===== config.mk =====
export PLATFORM = sky130hd
export DESIGN_NAME = store_mem_req
export DESIGN_NICKNAME = d
export VERILOG_FILES = /design/src/rtl/store_mem_req.sv
export SDC_FILE = /design/constraint.sdc
export NUM_CORES = 1
export LEC_CHECK = 0
export ABC_AREA = 1
export BUFFER_PORTS_ARGS = -buffer_cell sky130_fd_sc_hd__buf_2
export CAP_MARGIN = 20
export CORE_ASPECT_RATIO = 1.4
export CORE_MARGIN = 10
export CORE_UTILIZATION = 30
export CTS_CLUSTER_DIAMETER = 30
export CTS_CLUSTER_SIZE = 25
export DETAILED_ROUTE_END_ITERATION = 8
export PLACE_DENSITY = 0.59
export SLEW_MARGIN = 20
export SYNTH_ARGS = -nofsm -noshare
export SYNTH_HDL_FRONTEND = slang
export SYNTH_SLANG_ARGS = --single-unit

===== constraint.sdc =====
create_clock -name clk -period 1.93 [get_ports clk]
set_input_delay 0.193 -clock clk [delete_from_list [all_inputs] [get_ports clk]]
set_output_delay 0.193 -clock clk [all_outputs]
set_load 0.02 [all_outputs]

===== src/rtl/store_mem_req.sv =====
// store_mem_req: store-side memory request formatter.
// Takes a decoded SB/SH/SW from execute, replicates the data across the byte
// lanes, builds byte selects and a word address, then runs the write
// handshake to data memory. The pipeline is stalled until the write is
// acknowledged, rejected as misaligned, or abandoned on timeout.
module store_mem_req #(
  parameter int unsigned TIMEOUT_CYCLES = 255  // 1..65535 WAIT cycles before bus_err
) (
  input  logic        clk,
  input  logic        rst,
  input  logic        st_valid,
  input  logic [1:0]  st_op,
  input  logic [31:0] st_addr,
  input  logic [31:0] st_data,
  input  logic        mem_busy,
  input  logic        mem_ack,
  output logic        mem_wen,
  output logic [31:0] mem_addr,
  output logic [31:0] mem_wdata,
  output logic [3:0]  mem_sel,
  output logic        stall,
  output logic        st_done,
  output logic        misalign,
  output logic        bus_err
);

  typedef enum logic [2:0] {
    IDLE,
    REQ,
    WAIT,
    DONE,
    ERR
  } state_t;

  localparam logic [1:0]  OP_SB = 2'b00;
  localparam logic [1:0]  OP_SH = 2'b01;
  localparam logic [1:0]  OP_SW = 2'b10;
  localparam logic [15:0] LAST_COUNT = 16'(TIMEOUT_CYCLES - 1);

  state_t      state;
  logic [15:0] waitCount;
  logic [31:0] fmtData;
  logic [3:0]  fmtSel;
  logic        isMisaligned;

  // Lane formatting and alignment check for the request presented in IDLE.
  always_comb begin
    // NOTE: every output of a combinational block gets a default first so no
    // path through the case can leave it unassigned and infer a latch.
    fmtData      = st_data;
    fmtSel       = 4'b1111;
    isMisaligned = 1'b0;
    case (st_op)
      OP_SB: begin
        fmtData = {4{st_data[7:0]}};
        fmtSel  = 4'b0001 << st_addr[1:0];
      end
      OP_SH: begin
        fmtData      = {2{st_data[15:0]}};
        fmtSel       = st_addr[1] ? 4'b1100 : 4'b0011;
        isMisaligned = st_addr[0];
      end
      OP_SW: begin
        fmtData      = st_data;
        fmtSel       = 4'b1111;
        isMisaligned = (st_addr[1:0] != 2'b00);
      end
      default: begin
        isMisaligned = 1'b1;
      end
    endcase
  end

  // Hold the pipeline while a request is pending, including the IDLE cycle
  // in which it is first presented.
  assign stall = st_valid & ((state == IDLE) | (state == REQ) | (state == WAIT));

  // Handshake FSM; all memory-side outputs and status flags are registered.
  always_ff @(posedge clk) begin
    // NOTE: sequential state uses non-blocking assignments so every register
    // samples pre-edge values regardless of statement order.
    if (rst) begin
      state     <= IDLE;
      waitCount <= '0;
      mem_wen   <= 1'b0;
      mem_addr  <= '0;
      mem_wdata <= '0;
      mem_sel   <= '0;
      st_done   <= 1'b0;
      misalign  <= 1'b0;
      bus_err   <= 1'b0;
    end else begin
      case (state)
        IDLE: begin
          if (st_valid) begin
            if (isMisaligned) begin
              misalign <= 1'b1;
              state    <= ERR;
            end else begin
              mem_addr  <= {st_addr[31:2], 2'b00};
              mem_wdata <= fmtData;
              mem_sel   <= fmtSel;
              mem_wen   <= 1'b1;
              state     <= REQ;
            end
          end
        end
        REQ: begin
          // While busy the request and its payload are simply held.
          if (!mem_busy) begin
            mem_wen <= 1'b0;
            if (mem_ack) begin
              st_done <= 1'b1;
              state   <= DONE;
            end else begin
              state <= WAIT;
            end
          end
        end
        WAIT: begin
          if (mem_ack) begin
            waitCount <= '0;
            st_done   <= 1'b1;
            state     <= DONE;
          end else if (waitCount == LAST_COUNT) begin
            waitCount <= '0;
            bus_err   <= 1'b1;
            state     <= ERR;
          end else begin
            waitCount <= waitCount + 16'd1;
          end
        end
        DONE: begin
          // Wait for the CPU to drop st_valid so one request means one write.
          if (!st_valid) begin
            st_done <= 1'b0;
            state   <= IDLE;
          end
        end
        ERR: begin
          if (!st_valid) begin
            misalign <= 1'b0;
            bus_err  <= 1'b0;
            state    <= IDLE;
          end
        end
        default: begin
          state <= IDLE;
        end
      endcase
    end
  end

endmodule

* Word level (Yosys, flattened, before mapping) *
Index checks and enable logic that the tools add are counted.

storage, ports and cells
  bits of input ports = 71
  output and inout port bits = 73
  flip-flop bits (word level) = 89
  logic and storage cells = 74

operators by class
  equality and inequality tests = 17
  reduce and logical (&&, ||, !) cells = 14
  shift-type cells = 1
  bitwise operators = 4
  multiplexer cells = 28
  $add $sub $neg = 1

operator list
  operator                                                count
  case mux 32 bit (2 select lines)                        1
  2-to-1 mux 16 bit                                       2
  2-to-1 mux 3 bit                                        6
  adder 16 x 1 -> 16 bit (second input constant)          1
  == test 16 x 8 -> 1 bit (second input constant)         1
  inequality test 2 bit (second input constant)           8
  AND reduction 4 bit                                     4
  case mux 3 bit (4 select lines)                         1
  2-to-1 mux 1 bit                                        11
  case mux 4 bit (2 select lines)                         1
  nonzero test 2 bit                                      4
  == test 3 x 2 -> 1 bit (second input constant)          2
  case mux 1 bit (2 select lines)                         3
  case mux 1 bit (3 select lines)                         2
  AND reduction 3 bit                                     2
  2-to-1 mux 4 bit                                        1
  << shifter 1 x 2 -> 4 bit (first input constant)        1
  == test 3 x 1 -> 1 bit (second input constant)          1
  == test 3 bit (second input constant)                   1
  zero test 3 bit                                         1
  inequality test 3 x 2 -> 1 bit (second input constant)  1
  nonzero test 3 bit                                      1
  == test 2 x 1 -> 1 bit (second input constant)          1
  == test 2 bit (second input constant)                   1
  6 further kinds                                         7

* Logic depth before layout (Yosys ltp) *
  depth in word-level cells = 5
  depth in mapped cells = 9

* Least setup slack after synthesis *
No wires, ideal clock.

  path kind = reg-to-reg
  from = register state[2]
  to = register mem_addr[24]
  cell stages (with the launch flop) = 7
  clock period less this slack = 1,344 ps
  setup slack = 586 ps
  buffers on the path = 2
  data arrival time = 1,228 ps
  data required time = 1,814 ps
  library setup time = 116 ps
  cell sequence = dfxtp_1 > nor3_2 > nand3_2 > buf_6 > buf_6 > o21ai_1 > a21oi_1

on the way
  cells in the longest elaborated chain, start to end = 2

ends and longest elaborated chain
  item                                  line  text
  start, declared                       40    state_t state;
  start signal, assigned                83    state <= IDLE;
  start signal, assigned                98    state <= ERR;
  start signal, assigned                104   state <= REQ;
  zero test 3 bit                       93    case (state)
  AND reduction 3 bit (no source line)  --
  end signal, assigned                  100   mem_addr <= {st_addr[31:2], 2'b00};
  end, declared                         18    output logic [31:0] mem_addr,

Every way passes these cells.
A chain may end at the register's enable or synchronous reset.

* Worst setup path in the final report *
  from = register state[0]
  to = output stall

on the way
  cells in the longest elaborated chain, start to end = 4

ends and longest elaborated chain
  item                                                              line  text
  == test 3 x 1 -> 1 bit / zero test 3 bit (equally long branches)  76    assign stall = st_valid & ((state == IDLE) | (state == REQ) | (state == WAIT));
  bitwise OR 1 bit                                                  76
  bitwise OR 1 bit (*)                                              76
  AND 1 bit (*)                                                     76
  end, declared                                                     21    output logic stall,

Mark *: on every way between the ends. The rest lies on a longest branch, timed or not.

==> results.md <==
* Status: complete, no violations
* CTS Hold Bufs at 0
* Resized cells post-CTS at 0
* TritonCTS clock tree: built
* Final Cycle Share at 0.898
* Vias in the first global route at between 3,000 and 4,000
* Max clock buf depth at 2
* Vias at around 4,100
* Share of cells above drive strength 1 at 0.241
* Leakage power at roughly 2.4 nW
* Ranking of synthesized cells by area: dfxtp_1 (43%), a21oi_1 (11%), nand2_1 (10%)
* R2R cell count at 9
* Worst skew pair latency at about 0.34 ns
* Buf/Inv on CP at 1
* Largest net degree at the start of global routing at a little under 80
* Antenna Violating Nets Remaining at 0
* Drc violations at 0
* Cell accounting for the most synthesized area: dfxtp_1
* MaxCap Viol Count at 0
* Endpoints failing setup at 0
* Synthesis Warnings at 0
* Slew Limit Fails at 0
* Synth unique cells at 29
* Final hold viol count at 0
* Total power at between 0.006 and 0.007 W
* Post-synth EDFFs at 0
* WP data arrival at about 1.5 ns
* CP Data Required Time at approximately 1.7 ns
* Worst Clk Skew at roughly 0.0062 ns
* Clk pwr share at 0.304
* DPL Wire Length at about 9500 microns
* Ys async rst share at 0
* Worst-Margin Slew at approximately 0.58 ns
* Port Buffers at 141
* Diode count at 0
* H-tree depth at 3
* FF/Latch Area at approximately 1800 sq um
* Cell with the most instances after synthesis: nand2_1
* Most frequent CP cell: nor2_1
* Sink Count at 89
* Hold EP: mem_addr[24]
* Pint at between 0.004 and 0.005 W
* FILL cells at between 1,000 and 1,500
* RSZ-0062 raised after global routing: no
* Worst-path clk slew at 0.07 ns
* Top cells by count, synth: nand2_1 (113), inv_1 (97), dfxtp_1 (89), a21oi_1 (88), o21ai_0 (84)
* Crit-path slowest cell: dfxtp_1
* Hold path start: st_addr[24]
* Reg2reg setup slack at between 0.3 and 0.4 ns
* Cell family with most CP delay: simple AND/OR/NAND/NOR gates
* Class of the worst hold path: primary input to flop
* Average wire per standard cell at around 14 microns
* Hold path cells at 3
* Mapped Avg Cell Area at 6.99 sq um
* Max VDD drop at 0.483 mV
* Synth top area share at 0.429
* Pwr dens at 1210 nW/um^2
* Initial drt markers at around 220
* R2R Path End: waitCount[14]
* TNS Setup at 0 ns
* Gate power share at 0.316
* Final #Nets at 797
* Post-CTS Setup Bufs at 0
* Die W at 119 microns
* Core box area at approximately 13,000 sq um
* Vias/cell at 4.48
* Seq/Total Area, Yosys at 0.429
* Die area at approximately 19,000 sq um
* Seq pwr share at 0.379
* RR Startpoint: waitCount[1]
* Synthesized flop and latch total at 89
* Cell count after synthesis at between 500 and 600
* Worst path cell trace: nor2_4, nand2_4, nand2_1, nor2_1, nor2_1, buf_2
* Congestion Overflow GR at 0
* Root buffer cell: clkbuf_16
* Area Overhead vs Synth at 28.1%
* # IOs at roughly 140
* P_sw at roughly 0.0024 W
* Worst-path fanout max at 19
* Startpoint types: flop
* Switching Fraction at 0.370
* Max-slew headroom at 0.616
* Max stage delay on crit path at 0.48 ns
* Nature of the critical path endpoint: output port
* Die height at 159 microns
* Initial DRT Pass Iterations at 4
* Routed WL at ~13,000 microns
* Initial Utilization at 0.309
* Maximum clock rate at a little under 600 MHz
* Crit Path Category: flop to output port
* Post-Syn Area at about 4200 sq um
* RePlAce Congestion at about 0.85
* Prevailing post-synth register cell: dfxtp_1
* Initial antenna violation count at 0
* Multi-input logic area at 1820 sq um
* Row count at 50
* Tmin final at ~1.7 ns
* CTS buffer count at 9
* First-pass GRT wire length at roughly 20,000 microns
* Gr usage total at 0.130
[cells in the final DEF, fill, tap and decap left out, types with 2 or more instances in the layout]
master	n
inv_8	2
nand3_1	19
nor2_4	2
o21ai_1	3
xnor2_1	4
buf_12	2
inv_2	3
nand2_1	113
o21bai_1	3
ha_1	2
inv_1	96
o211ai_1	8
bufinv_16	2
dfxtp_1	89
buf_4	6
o21ai_0	84
a21oi_1	88
nor2_1	34
buf_2	141
inv_6	2
nand4_1	5
conb_1	2
clkbuf_16	9
[flip-flops by register name, summed over array words and instances (netlist names)]
name,count
mem_addr,30
mem_wdata,32
misalign,1
bus_err,1
st_done,1
state,3
waitCount,16
mem_sel,4
mem_wen,1
[layer usage]
layer | wire length, microns | up-vias | global-route usage
met4 | 227 | 0 | 0.0473
met5 | 0 | - | 0
met2 | 6300 | 93 | 0.220
met1 | 5280 | 1818 | 0.147
met3 | 811 | 14 | 0.0447
li1 | - | 2154 | -
[worst max path at each step]
stage	start	cells past startpoint	slack [ns]	to
final	state[0]	6	0.20	stall
after global routing	state[0]	6	0.03	stall
after CTS	state[0]	6	0.19	stall
after detailed placement	st_op[1]	8	0.25	mem_wdata[6]
after global placement	st_op[1]	8	0.28	mem_wdata[28]
after floorplan	state[2]	6	0.59	mem_addr[24]
[cell families (layout without fill, tap and decap cells)]
| group | after synthesis | after routing | synth area share |
|---|---|---|---|
| AOI/OAI and AO/OA | 189 | 189 | 0.238 |
| xor gates and xnor gates | 4 | 4 | 0.00843 |
| adders and majority gates | 2 | 2 | 0.00602 |
| buffers and inverters | 130 | 264 | 0.137 |
| DFF | 89 | 89 | 0.429 |
| other | 1 | 2 | 0.000903 |
| and+or+nand+nor | 179 | 179 | 0.181 |
[worst reg2reg max path, delay by kind of cell, from the launching register on]
family | cells | cell delay (ns)
adder cells (fa/ha/maj) | 1 | 0.23
flip-flops | 1 | 0.42
AO/OA/AOI/OAI | 1 | 0.11
AND/OR/NAND/NOR | 7 | 0.78
[cell type report]
| cell class | count | area share |
|---|---|---|
| Multi-Input combinational cell | 376 | 0.341 |
| Sequential cell | 89 | 0.335 |
| Timing Repair Buffer | 149 | 0.149 |
| Inverter | 99 | 0.0698 |
| Tap cell | 182 | 0.0428 |
| Clock buffer | 9 | 0.0423 |
| Clock inverter | 7 | 0.0202 |
[through the flow]
step	instance area [sq um]	util	worst slack, ns	instances	hold WS, ns
CTS	5320	0.396	0.193	911	0.100
global placement	4990	0.371	0.281	895	0.428
detailed placement	4990	0.371	0.249	895	0.431
floorplan	4160	-	0.586	595	0.262
finish	5320	0.396	0.197	911	0.118
global route	5320	0.396	0.0311	911	0.103
[power groups by stage]
stage	clock network, W	logic (W)	registers, W
global placement	0	0.00206	0.00248
finish	0.00196	0.00203	0.00244
floorplan	0	0.000984	0.00288
CTS	0.00203	0.00207	0.00244
detailed placement	0	0.00207	0.00248
global route	0.00212	0.00227	0.00249
(Power assumes the default switching activity.)
